`src/rtl/seg_scan_ctrl.sv`:
```
// Scan controller for a 4-digit common-anode 7-segment display.
// Each digit slot opens with a dark guard interval; leading zeros can be suppressed.
module seg_scan_ctrl #(
  parameter int SCAN_DIV     = 100000,
  parameter int BLANK_CYCLES = 16,
  parameter bit LZ_BLANK     = 1'b1
) (
  input  logic       i_clk,
  input  logic       i_reset,
  input  logic       i_enable,
  input  logic [3:0] i_ones,
  input  logic [3:0] i_tens,
  input  logic [3:0] i_hundreds,
  input  logic [3:0] i_thousands,
  input  logic [3:0] i_dp_mask,
  output logic [3:0] o_an,
  output logic [6:0] o_seg,
  output logic       o_dp,
  output logic [1:0] o_scan_idx,
  output logic       o_frame_done
);

  localparam int CW = (SCAN_DIV > 1) ? $clog2(SCAN_DIV) : 1;

  typedef enum logic [1:0] {
    S_IDLE  = 2'd0,
    S_BLANK = 2'd1,
    S_SHOW  = 2'd2
  } state_t;

  state_t        r_state, w_state_nxt;
  logic [CW-1:0] r_cnt, w_cnt_nxt;
  logic [1:0]    r_idx, w_idx_nxt;
  logic [19:0]   r_snap, w_snap_nxt;
  logic [3:0]    r_an, w_an_nxt;
  logic [6:0]    r_seg, w_seg_nxt;
  logic          r_dp, w_dp_nxt;
  logic          r_fd, w_fd_nxt;
  logic [3:0]    w_digit;
  logic          w_lz;

  // Active-low segment pattern {g,f,e,d,c,b,a}; non-BCD codes render as a dash
  function automatic logic [6:0] f_seg_decode(input logic [3:0] i_bcd);
    logic [6:0] v;
    case (i_bcd)
      4'd0:    v = 7'b1000000;
      4'd1:    v = 7'b1111001;
      4'd2:    v = 7'b0100100;
      4'd3:    v = 7'b0110000;
      4'd4:    v = 7'b0011001;
      4'd5:    v = 7'b0010010;
      4'd6:    v = 7'b0000010;
      4'd7:    v = 7'b1111000;
      4'd8:    v = 7'b0000000;
      4'd9:    v = 7'b0010000;
      default: v = 7'b0111111;
    endcase
    return v;
  endfunction

  // Next-state, slot counter and frame snapshot
  always_comb begin
    w_state_nxt = r_state;
    w_cnt_nxt   = r_cnt;
    w_idx_nxt   = r_idx;
    w_snap_nxt  = r_snap;
    w_fd_nxt    = 1'b0;
    if (!i_enable) begin
      w_state_nxt = S_IDLE;
      w_cnt_nxt   = '0;
      w_idx_nxt   = 2'd0;
    end else begin
      case (r_state)
        S_IDLE: begin
          w_state_nxt = S_BLANK;
          w_cnt_nxt   = '0;
          w_idx_nxt   = 2'd0;
          w_snap_nxt  = {i_thousands, i_hundreds, i_tens, i_ones, i_dp_mask};
        end
        S_BLANK: begin
          w_cnt_nxt = r_cnt + CW'(1);
          if (r_cnt == CW'(BLANK_CYCLES - 1)) begin
            w_state_nxt = S_SHOW;
          end else begin
            w_state_nxt = S_BLANK;
          end
        end
        S_SHOW: begin
          if (r_cnt == CW'(SCAN_DIV - 1)) begin
            w_cnt_nxt   = '0;
            w_idx_nxt   = r_idx + 2'd1;
            w_state_nxt = S_BLANK;
            // Frame boundary: announce it and sample the next frame's digits together
            if (r_idx == 2'd3) begin
              w_fd_nxt   = 1'b1;
              w_snap_nxt = {i_thousands, i_hundreds, i_tens, i_ones, i_dp_mask};
            end else begin
              w_fd_nxt   = 1'b0;
            end
          end else begin
            w_cnt_nxt = r_cnt + CW'(1);
          end
        end
        default: begin
          w_state_nxt = S_IDLE;
          w_cnt_nxt   = '0;
          w_idx_nxt   = 2'd0;
        end
      endcase
    end
  end

  // Digit selection and leading-zero detection for the upcoming slot
  always_comb begin
    w_digit = w_snap_nxt[7:4];
    w_lz    = 1'b0;
    case (w_idx_nxt)
      2'd0: begin
        w_digit = w_snap_nxt[7:4];
        w_lz    = 1'b0;
      end
      2'd1: begin
        w_digit = w_snap_nxt[11:8];
        w_lz    = (w_snap_nxt[19:8] == 12'd0);
      end
      2'd2: begin
        w_digit = w_snap_nxt[15:12];
        w_lz    = (w_snap_nxt[19:12] == 8'd0);
      end
      2'd3: begin
        w_digit = w_snap_nxt[19:16];
        w_lz    = (w_snap_nxt[19:16] == 4'd0);
      end
      default: begin
        w_digit = w_snap_nxt[7:4];
        w_lz    = 1'b0;
      end
    endcase
  end

  // Pin drive decoded from the next state so the outputs can be registered
  always_comb begin
    w_an_nxt  = 4'hF;
    w_seg_nxt = 7'h7F;
    w_dp_nxt  = 1'b1;
    if ((w_state_nxt == S_SHOW) && !((LZ_BLANK != 1'b0) && w_lz)) begin
      w_an_nxt  = ~(4'b0001 << w_idx_nxt);
      w_seg_nxt = f_seg_decode(w_digit);
      w_dp_nxt  = ~w_snap_nxt[w_idx_nxt];
    end else begin
      w_an_nxt  = 4'hF;
      w_seg_nxt = 7'h7F;
      w_dp_nxt  = 1'b1;
    end
  end

  // State and output registers
  always_ff @(posedge i_clk or posedge i_reset) begin
    if (i_reset) begin
      r_state <= S_IDLE;
      r_cnt   <= '0;
      r_idx   <= 2'd0;
      r_snap  <= 20'd0;
      r_an    <= 4'hF;
      r_seg   <= 7'h7F;
      r_dp    <= 1'b1;
      r_fd    <= 1'b0;
    end else begin
      r_state <= w_state_nxt;
      r_cnt   <= w_cnt_nxt;
      r_idx   <= w_idx_nxt;
      r_snap  <= w_snap_nxt;
      r_an    <= w_an_nxt;
      r_seg   <= w_seg_nxt;
      r_dp    <= w_dp_nxt;
      r_fd    <= w_fd_nxt;
    end
  end

  assign o_an         = r_an;
  assign o_seg        = r_seg;
  assign o_dp         = r_dp;
  assign o_scan_idx   = r_idx;
  assign o_frame_done = r_fd;

endmodule
```
`config.mk`:
```
export PLATFORM = sky130hd
export DESIGN_NAME = seg_scan_ctrl
export DESIGN_NICKNAME = d
export VERILOG_FILES = /design/src/rtl/seg_scan_ctrl.sv
export SDC_FILE = /design/constraint.sdc
export NUM_CORES = 1
export LEC_CHECK = 0
export ABC_AREA = 1
export ABC_CLOCK_PERIOD_IN_PS = 4000
export BUFFER_PORTS_ARGS = -buffer_cell sky130_fd_sc_hd__buf_2
export CAP_MARGIN = 20
export CORE_ASPECT_RATIO = 0.8
export CORE_MARGIN = 3
export CORE_UTILIZATION = 60
export CTS_CLUSTER_DIAMETER = 80
export CTS_CLUSTER_SIZE = 10
export DETAILED_ROUTE_END_ITERATION = 6
export PLACE_DENSITY = 0.82
export SYNTH_ARGS = -nofsm -noshare
export SYNTH_HDL_FRONTEND = slang
export SYNTH_SLANG_ARGS = --single-unit
```
`constraint.sdc`:
```
create_clock -name i_clk -period 4 [get_ports i_clk]
set_input_delay 0.2 -clock i_clk [delete_from_list [all_inputs] [get_ports i_clk]]
set_output_delay 0.2 -clock i_clk [all_outputs]
set_load 0.05 [all_outputs]
```
Yosys cells after proc, flatten, opt, wreduce, memory -nomap -nowiden:

Memories as Yosys holds them, arrays and structs flattened.
Index checks and enable logic that the tools add are counted.

* memory bits (read-only): 112
* word-level logic and storage cells: 56
* output and inout port bits: 15
* input bits: 23
* register bits after elaboration: 54
* memories: 1

* eq/ne operators: 9
* reductions and logical operators: 7
* add/sub/neg operators: 2
* bitwise gates (word level): 2
* order comparisons: 1
* muxes and demuxes: 25
* shifts and indexed selects: 1

Memories
* (no name shown): depth 16, bits a word 7, read ports 1, clocked after Yosys merged registers in 0, write ports 0, RTL line 45 `case (i_bcd)`

Operators by type and width (number)
* two-way mux 20 bit: 3
* one-hot mux 20 bit (2 select lines): 1
* two-way mux 17 bit: 2
* one-hot mux 17 bit (2 select lines): 1
* adder 17 x 1 -> 17 bit (second input constant): 1
* == test 17 bit (second input constant): 1
* == test 17 x 4 -> 1 bit (second input constant): 1
* one-hot mux 4 bit (4 select lines): 1
* zero test 12 bit: 1
* == test 2 bit (second input constant): 5
* two-way mux 2 bit: 5
* zero test 8 bit: 1
* two-way mux 7 bit: 1
* less-than comparator 2 x 6 -> 1 bit (second input constant): 1
* two-way mux 1 bit: 6
* one-hot mux 2 bit (3 select lines): 1
* == test 2 x 1 -> 1 bit (second input constant): 2
* zero test 2 bit: 2
* zero test 4 bit: 1
* two-way mux 4 bit: 1
* inverter 4 bit: 1
* one-hot mux 1 bit (4 select lines): 1
* one-hot mux 2 bit (2 select lines): 1
* left shift 1 x 2 -> 4 bit (first input constant): 1
* other kinds (5): 5

Longest topological paths before layout:

Gate-level depths: netlist (run 1).

* depth after elaboration: 10
* depth in mapped cells: 22
* depth with buffers taken out: 22

Worst setup path before layout (run 1):

No wires, ideal clock.

* path kind: flip-flop to flip-flop
* start point: reg r_idx[1] (netlist: o_scan_idx[1])
* end point: reg r_seg[0] (netlist: o_seg[0])
* arrival: 2.405 ns
* stages on the path, launching flop included: 16
* path buffers: 0
* data required time: 3.915 ns
* clock period less this slack: 2.491 ns
* setup slack: 1.509 ns
* setup time: 0.085 ns
* path through: dfrtp_1 ha_1 nand3b_1 nand3_1 nand2_1 nand2_1 nor2_1 nand2_1 nand3_1 nor2_1 inv_1 ha_1 inv_1 nand4_1 nand3_1 nand3_1

* cells in the longest elaborated chain, start to end: 10
* elaborated cells on any way between the ends: 22
* classes of those cells: 1 x add/sub; 4 x eq/ne; 10 x mux; 6 x reduce/logical; 1 x memory

Ends and longest elaborated chain
* start: declaration: RTL line 33 `logic [1:0] r_idx, w_idx_nxt;`
* start signal: assignment: RTL line 171 `r_idx <= w_idx_nxt;`
* parallel branches: the longest is 9 deep, another holds memory (16 x 7 bit)
* two-way mux 7 bit (*): RTL line 146 `if ((w_state_nxt == S_SHOW) && !((LZ_BLANK != 1'b0) && w_lz)) begin`
* named net w_seg_nxt[0]: RTL line 36 `logic [6:0] r_seg, w_seg_nxt;`
* end signal: assignment: RTL line 174 `r_seg <= w_seg_nxt;`
* end: declaration: RTL line 36

Mark *: on every way through the listed nets, which the timed path passes.

Worst setup path after layout (run 1):

* start point: reg r_state[0]
* end point: reg r_seg[0] (netlist: o_seg[0])

* cells in the longest elaborated chain, start to end: 8
* elaborated cells on any way between the ends: 24
* classes of those cells: 6 x eq/ne; 10 x mux; 7 x reduce/logical; 1 x memory

Ends and longest elaborated chain
* start: declaration: RTL line 31 `state_t r_state, w_state_nxt;`
* start signal: assignment: RTL line 169 `r_state <= w_state_nxt;`
* == test 2 bit / zero test 2 bit (equally long branches): RTL line 73 `case (r_state)`
* one-hot mux 20 bit (2 select lines) (*): RTL line 73
* two-way mux 20 bit (*): RTL line 68 `if (!i_enable) begin`
* named net w_snap_nxt[8]: RTL line 34 `logic [19:0] r_snap, w_snap_nxt;`
* parallel branches: the longest is 4 deep, another holds memory (16 x 7 bit)
* two-way mux 7 bit (*): RTL line 146
* named net w_seg_nxt[0]: RTL line 36

Marks and branches as above.

==> impl_metrics.tcl, run 1 <==
set metrics [dict create \
    worstPathCellList "inv_1 -> ha_1 -> inv_2 -> nand2_1 -> nand2_1 -> nor2_1 -> nand2_2 -> nand2_1 -> nand2_1 -> nand2_1 -> inv_1 -> nand2_1 -> nand3_1 -> nor2_1 -> inv_1 -> ha_1 -> inv_1 -> nand4_1 -> nand3_1 -> nand3_1" \
    worstPathArrival_ns 3.30 \
    synth_top_cells_by_area "dfrtp_1 33%, nand2_1 14%, dfstp_2 10%" \
    power.net_switching_mw 0.3074 \
    synth_top_area_frac 0.3323 \
    sw_frac_of_total 0.2677 \
    slew_violations 0 \
    drive_gt1_frac 0.2239 \
    ys_warn_count 0 \
    dieArea_sq_mm 0.006184 \
    rsz0062_at_grt "no" \
    hold_viol_final 0 \
    synth_cells 421 \
    tightest_slew_ns 0.6699 \
    final_cell_mix "122 x nand2_1, 57 x nor2_1, 50 x inv_1" \
    p_leak_nw 1.755 \
    worst-path-max-fanout 20 \
    die_w_microns 87.18 \
    rows 22 \
    crit_buf_inv 5 \
    wl_per_cell_microns 13.68 \
    route.detailed.drc 0 \
    io_pins 38 \
    cts-root-buf "clkbuf_8" \
    io_buffers 37 \
    synth_seq_area_share 0.4320 \
    ys_ff_latch 54 \
    vdd_ir_drop_max_mv 0.2711 \
    cpLargestDelayFamily "simple AND/OR/NAND/NOR gates" \
    synth.distinct_cells 39 \
    core-area_sq_mm 0.004817 \
    grt_pass1_vias 2569 \
    globalplace.congestion 0.8927 \
    start_util 0.6566 \
    cts_htree_levels 2 \
    groute.usage.overall 0.2441 \
    path_class "flop to flop" \
    antenna_left 0 \
    netlist_area_sq_mm 0.003163 \
    clockPowerShare 0.325 \
    wirelength_microns 7114 \
    postCtsSetupRepairBufs 0 \
    cts.clk_slew.worst_paths_ns 0.09 \
    diodes 0 \
    power_frac_comb 0.165 \
    clkLatencyLatePin_ns 0.30 \
    fp.dieH_microns 70.94 \
    syn_nets 456 \
    min_path_type "input port to async pin" \
    cts_tree "done" \
    nets 494 \
    fin_crit_sh 0.7757 \
    fmax_mhz 322.3 \
    grt_remaining_overflow 0 \
    internal_power_mw 0.8408 \
    cts.repair.resized 0 \
    slowest_stage "dfrtp_1" \
    yosys.area.top_type "dfrtp_1" \
    drv_cap 0 \
    tns_ns 0 \
    post-route-min-period_ns 3.103 \
    endpoint_kind "flop" \
    hpwl_microns 5290 \
    finalSetupViolations 0 \
    grt_max_degree 55 \
    fin_ws_ns 0.8973 \
    antenna_found_initial 0 \
    outcome "completed" \
    grt_pass1_wl_microns 12050 \
    total_power_mw 1.148 \
    hold_buffers 0 \
    cts_sinks 54 \
    p_seq_frac 0.511 \
    drt_iter0_markers 206 \
    preCtsSetupSlack_ns 1.016 \
    numCtsBuffers 5 \
    via_per_inst 5.360 \
    slew_headroom 0.5534 \
    vias 2787 \
    critPathLaunchType "flop" \
    first_pass_iters 5 \
    required_ns 4.20 \
    cpMostUsedCell "nand2_1" \
    syn_to_final_growth_pct 10.36 \
    avgSynthCellArea_sq_um 7.513 \
    power_density_mw_per_mm2 328.9 \
    critPathMaxStageDelay_ns 0.42 \
    finalClockSkew_ns 0.005417 \
    layout_commonest_cell "nand2_1" \
    cts_buffer_depth 2 \
]
==> layout make-up <==
| class | instances | area [sq um] |
|---|---|---|
| sequential | 54 | 1366 |
| inverter | 65 | 244.0 |
| clock inverter | 1 | 30.03 |
| fill | 382 | 1326 |
| timing repair buffer | 38 | 192.7 |
| tap | 60 | 75.07 |
| clock buffer | 7 | 86.33 |
| multi-input combinational | 295 | 1496 |
==> cells by family (layout without fill, tap and decap cells) <==
logic type,Yosys count,count (layout),synth area share
buffers and inverters,72,111,0.09493
AO/OA/AOI/OAI,29,29,0.05973
flip-flops,54,54,0.4320
AND/OR/NAND/NOR,252,252,0.3604
XOR/XNOR,2,2,0.005539
adder cells (fa/ha/maj),12,12,0.04747
==> worst paths after layout <==
kind	startpoint	end	slack, ns	depth (start not counted)
worst max-delay path	r_state[0]	o_seg[0]	0.90	20
worst min-delay path	i_reset	o_frame_done	0.08	3
worst max register to register	r_state[0]	o_seg[0]	0.90	20
worst min register to register	r_cnt[0]	r_cnt[0]	0.47	1
max in group asynchronous	i_reset	r_cnt[5]	3.48	3
min in group i_clk	i_ones[1]	r_snap[5]	0.15	3
==> Yosys cell counts (all sizes together) <==
master	number
nand2	137
nor2	65
inv	63
dfrtp	42
nand3	24
a21oi	13
nor3	13
dfstp	12
ha	12
nand4	8
o21ai	6
buf	4
clkbuf	3
a32o	2
clkinv	2
nor3b	2
o22ai	2
a2111oi	1
a211oi	1
a31oi	1
a41oi	1
nand3b	1
nor4	1
o211ai	1
o21bai	1
or2	1
xnor2	1
xor2	1
==> layer usage <==
metal  vias to the layer above  GRT usage  part of all wire
met5                         -          0                 0
met3                         8    0.04307             0.062
met4                         0    0.04940            0.0086
li1                       1386          -                 -
met1                      1283     0.3914              0.51
met2                       110     0.3454              0.42
==> through the flow <==
step | hold WS, ns | utilization | cell area (sq um) | std cells
floorplan | 0.3509 | - | 3163 | 421
global placement | 0.4250 | 0.7005 | 3374 | 512
detailed placement | 0.4181 | 0.7005 | 3374 | 512
CTS | 0.09428 | 0.7247 | 3491 | 520
global route | 0.1306 | 0.7247 | 3491 | 520
finish | 0.07727 | 0.7247 | 3491 | 520
==> power groups by stage <==
stage	combinational (mW)	sequential, mW	clock [mW]
finish	0.189	0.586	0.373
global route	0.217	0.590	0.407
CTS	0.187	0.586	0.381
detailed placement	0.186	0.597	0
global placement	0.180	0.595	0
floorplan	0.145	0.593	0
==> state kept, by name, summed over array words and instances (netlist names) <==
signal and cells:
r_state 2, o_frame_done 1, r_cnt 17, r_snap 20
o_scan_idx 2, o_dp 1, o_seg 7, o_an 4
==> worst register-to-register path, delay by kind of cell, from the launching register on <==
kind,cells,cell delay [ns]
adder cells (fa/ha/maj),2,0.55
AND/OR/NAND/NOR,13,1.60
flip-flops,1,0.42
buffers and inverters,5,0.45
Power figures use the tool's default switching activity.
==> run 2, diff against run 1 <==
Settings changed: ABC_AREA 1 to 0, ABC_CLOCK_PERIOD_IN_PS 4000 to 3200, CORE_UTILIZATION 60 to 58, PLACE_DENSITY 0.82 to 0.8.
Clock period 4 ns to 3.2 ns, I/O delays scaled along.
==> run 2 against run 1 <==
  * The flow now finishes with violations (hold timing)
  * Sequential power rose by 27%
  * Setup slack got worse by 0.74 ns
  * Sequential share of layout area rose by 1.2 points
  * Clock power barely moved
  * Clock-buffer cell count fell by 1
  * Clock skew rose by 0.0022 ns
  * Wire length fell by 7.8%
  * Critical path depth fell by 8
  * Synthesized cell count fell by 31%
  * Critical path type unchanged
  * Largest cell class unchanged
  * Largest power group unchanged
  * Highest routed layer unchanged
==> impl_metrics.tcl, run 2 <==
set metrics [dict create \
    outcome "finished with violations" \
    violations "hold timing" \
    cts_htree_levels 2 \
    tightest_slew_ns 0.7437 \
    total_power_mw 1.358 \
    power_density_mw_per_mm2 400.6 \
    ys_warn_count 0 \
    io_buffers 37 \
    drt_iter0_markers 198 \
    crit_buf_inv 2 \
    cts_buffer_depth 2 \
    synth_edf_count 0 \
    route.detailed.drc 0 \
    top_register "r_snap" \
    critPathMaxStageDelay_ns 0.46 \
    hpwl_microns 4852 \
    critPathLaunchType "flop" \
    cts_tree "done" \
    final_cell_mix "40 x dfrtp_1, 37 x buf_2, 35 x nor2_1" \
    via_per_inst 5.957 \
    slew_headroom 0.5035 \
    hold_ws_ns -0.02419 \
    clkLatencyLatePin_ns 0.30 \
    finalSetupViolations 0 \
    clockPowerShare 0.274 \
    ys_ff_latch 54 \
    drv_cap 0 \
    tns_ns 0 \
    dr_wl_met2_microns 2867 \
    slew_violations 0 \
    fp.dieH_microns 70.23 \
    layout_commonest_cell "dfrtp_1" \
    p_seq_frac 0.547 \
    syn_to_final_growth_pct 13.39 \
    synth_top_area_frac 0.3515 \
    synth_seq_area_share 0.4569 \
    finalClockSkew_ns 0.007662 \
    synthTopCellsByCount "42 x dfrtp_1, 35 x nor2_1, 19 x nand3_1, 15 x nand2_1, 14 x o21ai_0" \
    netlist_area_sq_mm 0.002990 \
    worst-path-max-fanout 7 \
    syn_nets 324 \
    rsz0062_at_grt "no" \
    synth.distinct_cells 59 \
    grt_pass1_wl_microns 11040 \
    cts.clk_slew.worst_paths_ns 0.10 \
    groute.usage.overall 0.2286 \
    grt_max_degree 37 \
    met1Wirelength_microns 3282 \
    post-route-min-period_ns 3.046 \
    crit_cells 12 \
    hold_viol_final 31 \
    worstPathCellList "nor4_4 -> and3b_4 -> mux2_4 -> nand2_2 -> nand2_4 -> inv_6 -> mux2_1 -> mux2_4 -> inv_2 -> ha_1 -> and2_1 -> o311ai_2" \
    cpLargestDelayFamily "multiplexers" \
    min_path_type "input port to async pin" \
    power.net_switching_mw 0.3857 \
    fmax_mhz 328.3 \
    cts_sinks 54 \
    dieArea_sq_mm 0.006059 \
    synth.most_common_cell "dfrtp_1" \
    synth_top_cells_by_area "dfrtp_1 35%, dfstp_2 11%, ha_1 5.0%" \
    wl_per_cell_microns 16.64 \
    worstPathArrival_ns 3.26 \
    numCtsBuffers 5 \
    synthFlopType "dfrtp_1" \
    p_leak_nw 1.446 \
    drive_gt1_frac 0.3024 \
    antenna_found_initial 0 \
    sw_frac_of_total 0.2839 \
    synthArstFlopShare 1.000 \
    design_area_sq_mm 0.003391 \
    io_pins 38 \
    die_w_microns 86.28 \
    worst_r2r_path_depth 12 \
    synth_cells 289 \
    vias 2347 \
    cts-root-buf "clkbuf_8" \
    largest_register_ffs 20 \
    endpoint_kind "flop" \
    nets 368 \
    antenna_left 0 \
    wirelength_microns 6558 \
    required_ns 3.42 \
    path_class "flop to flop" \
    globalplace.congestion 0.8377 \
    rows 22 \
    slowest_stage "dfrtp_2" \
    fin_crit_sh 0.9518 \
    top_layer_used "met4" \
    cpMostUsedCell "mux2_4" \
    dp_cells 384 \
    internal_power_mw 0.9726 \
    start_util 0.6243 \
    diodes 0 \
    grt_remaining_overflow 0 \
    route.met3.wl_microns 361 \
    grt_pass1_vias 2244 \
    core-area_sq_mm 0.004790 \
    vdd_ir_drop_max_mv 0.3424 \
    final_cells 394 \
    avgSynthCellArea_sq_um 10.35 \
    first_pass_iters 4 \
    fin_ws_ns 0.1541 \
    power_frac_comb 0.179 \
    placed_area_sq_mm 0.003252 \
    preCtsSetupSlack_ns 0.04445 \
    yosys.area.top_type "dfrtp_1" \
]
run 2: cell types whose count changed after synthesis, sizes merged, moves of 6 or more:
cell | before | now
nor3 | 13 | 2
o2bb2ai | 0 | 6
nor4 | 1 | 11
mux2 | 0 | 6
inv | 63 | 13
xor2 | 1 | 9
mux2i | 0 | 11
a21oi | 13 | 5
nor2 | 65 | 35
o21ai | 6 | 17
nand2 | 137 | 17
run 2: final cells by class:
cell class / count / area [sq um]
multi-input combinational: 210 / 1529
fill: 370 / 1399
sequential: 54 / 1369
timing repair buffer: 49 / 275.3
tap: 60 / 75.07
clock buffer: 6 / 72.57
inverter: 13 / 56.30
clock inverter: 2 / 13.76
run 2: per-layer routing:
layer / vias up / global-route usage
li1: 1130 / -
met1: 1138 / 0.3480
met2: 74 / 0.3379
met3: 5 / 0.04245
met4: 0 / 0.05190
met5: - / 0
run 2: repair_timing:
action                                  4_1_cts  5_1_grt
endpoints found under the setup margin        1       11
hold endpoints to repair                      0        0
resized for setup                             1       10
cloned                                        0        0
hold buffers                                  0        0
buffers inserted                              0        2
pin swaps                                     0        2
run 2: final timing paths:
check                                  to  slack [ns]       from
worst max-delay path             o_seg[3]        0.15  r_cnt[14]
worst min-delay path             r_cnt[0]       -0.02    i_reset
worst max register to register   o_seg[3]        0.15  r_cnt[14]
worst min register to register   r_cnt[0]        0.48   r_cnt[0]
max in group asynchronous        o_seg[4]        2.44    i_reset
min in group i_clk              r_snap[4]        0.11  i_ones[0]
run 2: logic make-up (layout without fill, tap and decap cells):
family                     Yosys count  after routing  synth area share
AOI/OAI and AO/OA                   56             56            0.1393
xor gates and xnor gates            15             15           0.04393
adders and majority gates           12             12           0.05021
buffers and inverters               25             70           0.04267
DFF                                 54             54            0.4569
muxes                               17             17           0.07155
and+or+nand+nor                    110            110            0.1954
run 2: worst reg2reg max path, cell delays in order, from the launching register on:
cell and delay, ns:
dfrtp_2 0.46, nor4_4 0.30, and3b_4 0.26, mux2_4 0.31, nand2_2 0.09, nand2_4 0.08
inv_6 0.11, mux2_1 0.34, mux2_4 0.32, inv_2 0.08, ha_1 0.21, and2_1 0.15
o311ai_2 0.25
run 2: through the flow:
stage                     utilization  hold slack (ns)
after global routing           0.7079          0.04098
final                          0.7079         -0.02419
after detailed placement       0.6789           0.3444
after global placement         0.6789           0.3323
after floorplan                     -           0.2846
after CTS                      0.6980         0.003548
run 2: power groups by stage:
stage | sequential (mW) | clock, mW | combinational (mW)
floorplan | 0.750 | 0 | 0.173
global placement | 0.754 | 0 | 0.229
detailed placement | 0.755 | 0 | 0.236
CTS | 0.743 | 0.384 | 0.238
global route | 0.748 | 0.407 | 0.272
finish | 0.743 | 0.372 | 0.243
==> run 3, diff against run 2 <==
Settings changed: PLACE_DENSITY 0.8 to not set, PLACE_DENSITY_LB_ADDON set to 0.12.
==> run 3 against run 2 <==
  * The run now ends clean
  * Clock power decreased by 2%
  * Critical path depth up 1
  * Wire length increased by 0.14%
  * Via count is 1.5% lower
  * Cell area fell by 0.30%
  * Global-route usage is 0.12 points lower
  * Die area is the same
  * Sequential share of layout area about the same
  * Cell count stayed put
  * Non-clock buffer count grew 1
  * Sequential cell count unchanged
==> impl_metrics.tcl, run 3 (synthesis gave the netlist of run 2 again) <==
set metrics [dict create \
    outcome "completed" \
    final_util 0.7059 \
    timing.rr.start "r_cnt[0]" \
    slew_headroom 0.5807 \
    grt_max_degree 32 \
    wirelength_microns 6567 \
    p_seq_frac 0.551 \
    core-area_sq_mm 0.004790 \
    fin_crit_sh 0.9426 \
    worst-path-max-fanout 12 \
    min_path_type "input port to flop" \
    crit_start "r_cnt[0]" \
    fmax_mhz 331.5 \
    diodes 0 \
    numCtsBuffers 5 \
    drive_gt1_frac 0.2874 \
    wl_per_cell_microns 16.67 \
    hpwl_microns 4900 \
    final_cell_mix "42 x dfrtp_1, 37 x buf_2, 35 x nor2_1" \
    globalplace.congestion 0.7784 \
    cts_htree_levels 2 \
    tns_ns 0 \
    die_w_microns 86.28 \
    p_leak_nw 1.442 \
    grt_pass1_wl_microns 10940 \
    endpoint_kind "flop" \
    preCtsSetupSlack_ns 0.08577 \
    syn_to_final_growth_pct 13.05 \
    io_pins 38 \
    power_frac_comb 0.180 \
    drv_cap 0 \
    grt_pass1_vias 2220 \
    hold_viol_final 0 \
    tightest_slew_ns 0.6281 \
    via_per_inst 5.868 \
    cts.clk_slew.worst_paths_ns 0.09 \
    drt_iter0_markers 182 \
    dp_cells 384 \
    worstPathArrival_ns 3.23 \
    cts_tree "done" \
    fin_ws_ns 0.1838 \
    cts_buffer_depth 2 \
    rows 22 \
    start_util 0.6243 \
    largest_register_ffs 20 \
    antenna_left 0 \
    sw_frac_of_total 0.2806 \
    top_register "r_snap" \
    groute.usage.overall 0.2274 \
    required_ns 3.41 \
    cts-root-buf "clkbuf_8" \
    slew_violations 0 \
    placed_area_sq_mm 0.003252 \
    nets 369 \
    path_class "flop to flop" \
    critPathLaunchType "flop" \
    r2r_slack_ns 0.18 \
    grt_remaining_overflow 0 \
    dieArea_sq_mm 0.006059 \
    vdd_ir_drop_max_mv 0.3074 \
    antenna_found_initial 0 \
    rsz0062_at_grt "no" \
    cts_sinks 54 \
    min_from "i_ones[0]" \
    final_cells 394 \
    fp.dieH_microns 70.23 \
    internal_power_mw 0.9695 \
    vias 2312 \
    route.detailed.drc 0 \
    clkLatencyLatePin_ns 0.30 \
    post-route-min-period_ns 3.016 \
    power_density_mw_per_mm2 398.6 \
    finalClockSkew_ns 0.005982 \
    design_area_sq_mm 0.003381 \
    io_buffers 37 \
    first_pass_iters 4 \
    clockPowerShare 0.269 \
    finalSetupViolations 0 \
    layout_commonest_cell "dfrtp_1" \
    power.net_switching_mw 0.3782 \
]
## run 3: per-layer routing
layer / routed length, microns / global-route usage / up-vias
li1: - / - / 1131
met1: 3327 / 0.3551 / 1117
met2: 2866 / 0.3293 / 59
met3: 342 / 0.04717 / 5
met4: 31 / 0.03806 / 0
met5: 0 / 0 / -
## run 3: power groups by stage
| stage | sequential (mW) | combinational [mW] | clock, mW |
|---|---|---|---|
| after CTS | 0.742 | 0.236 | 0.376 |
| after floorplan | 0.750 | 0.173 | 0 |
| after global placement | 0.753 | 0.229 | 0 |
| after global routing | 0.748 | 0.271 | 0.396 |
| final | 0.742 | 0.242 | 0.363 |
| after detailed placement | 0.756 | 0.233 | 0 |
## run 3: worst paths after layout
check	to	cells after the start
max	o_seg[3]	13
min	r_snap[4]	2
max reg2reg	o_seg[3]	13
min reg2reg	r_snap[4]	1
max in group asynchronous	o_an[0]	4
min in group asynchronous	r_snap[5]	3
## run 3: critical path: stages, from the launching register on
cell and delay, ns:
dfrtp_1 0.41, ha_1 0.23, and3_1 0.23, buf_4 0.17, nand3_1 0.10, o21ai_2 0.07, buf_4 0.19, a32o_1 0.22
mux2_1 0.29, mux2_4 0.31, inv_2 0.08, ha_1 0.21, and2_1 0.15, o311ai_2 0.26
## run 3: cell type report
cell class,instances,area [sq um]
fillers,374,1409
multi-input cells,210,1520
inverters,13,53.80
repair buffers,50,285.3
flip-flops and latches,54,1366
clock inverters,1,7.507
clock buffers,6,72.57
well taps,60,75.07
## run 3: what timing repair did
action / in CTS / in global routing
hold buffers: 1 / 0
endpoints found under the setup margin: 0 / 8
buffers inserted: 0 / 2
hold endpoints to repair: 25 / 0
resized for setup: 0 / 5
## run 3: through the flow
stage	hold WS (ns)	power, mW
floorplan	0.2846	0.9226
global placement	0.2782	0.9821
detailed placement	0.2825	0.9891
CTS	0.09693	1.354
global route	0.1019	1.415
finish	0.1084	1.348
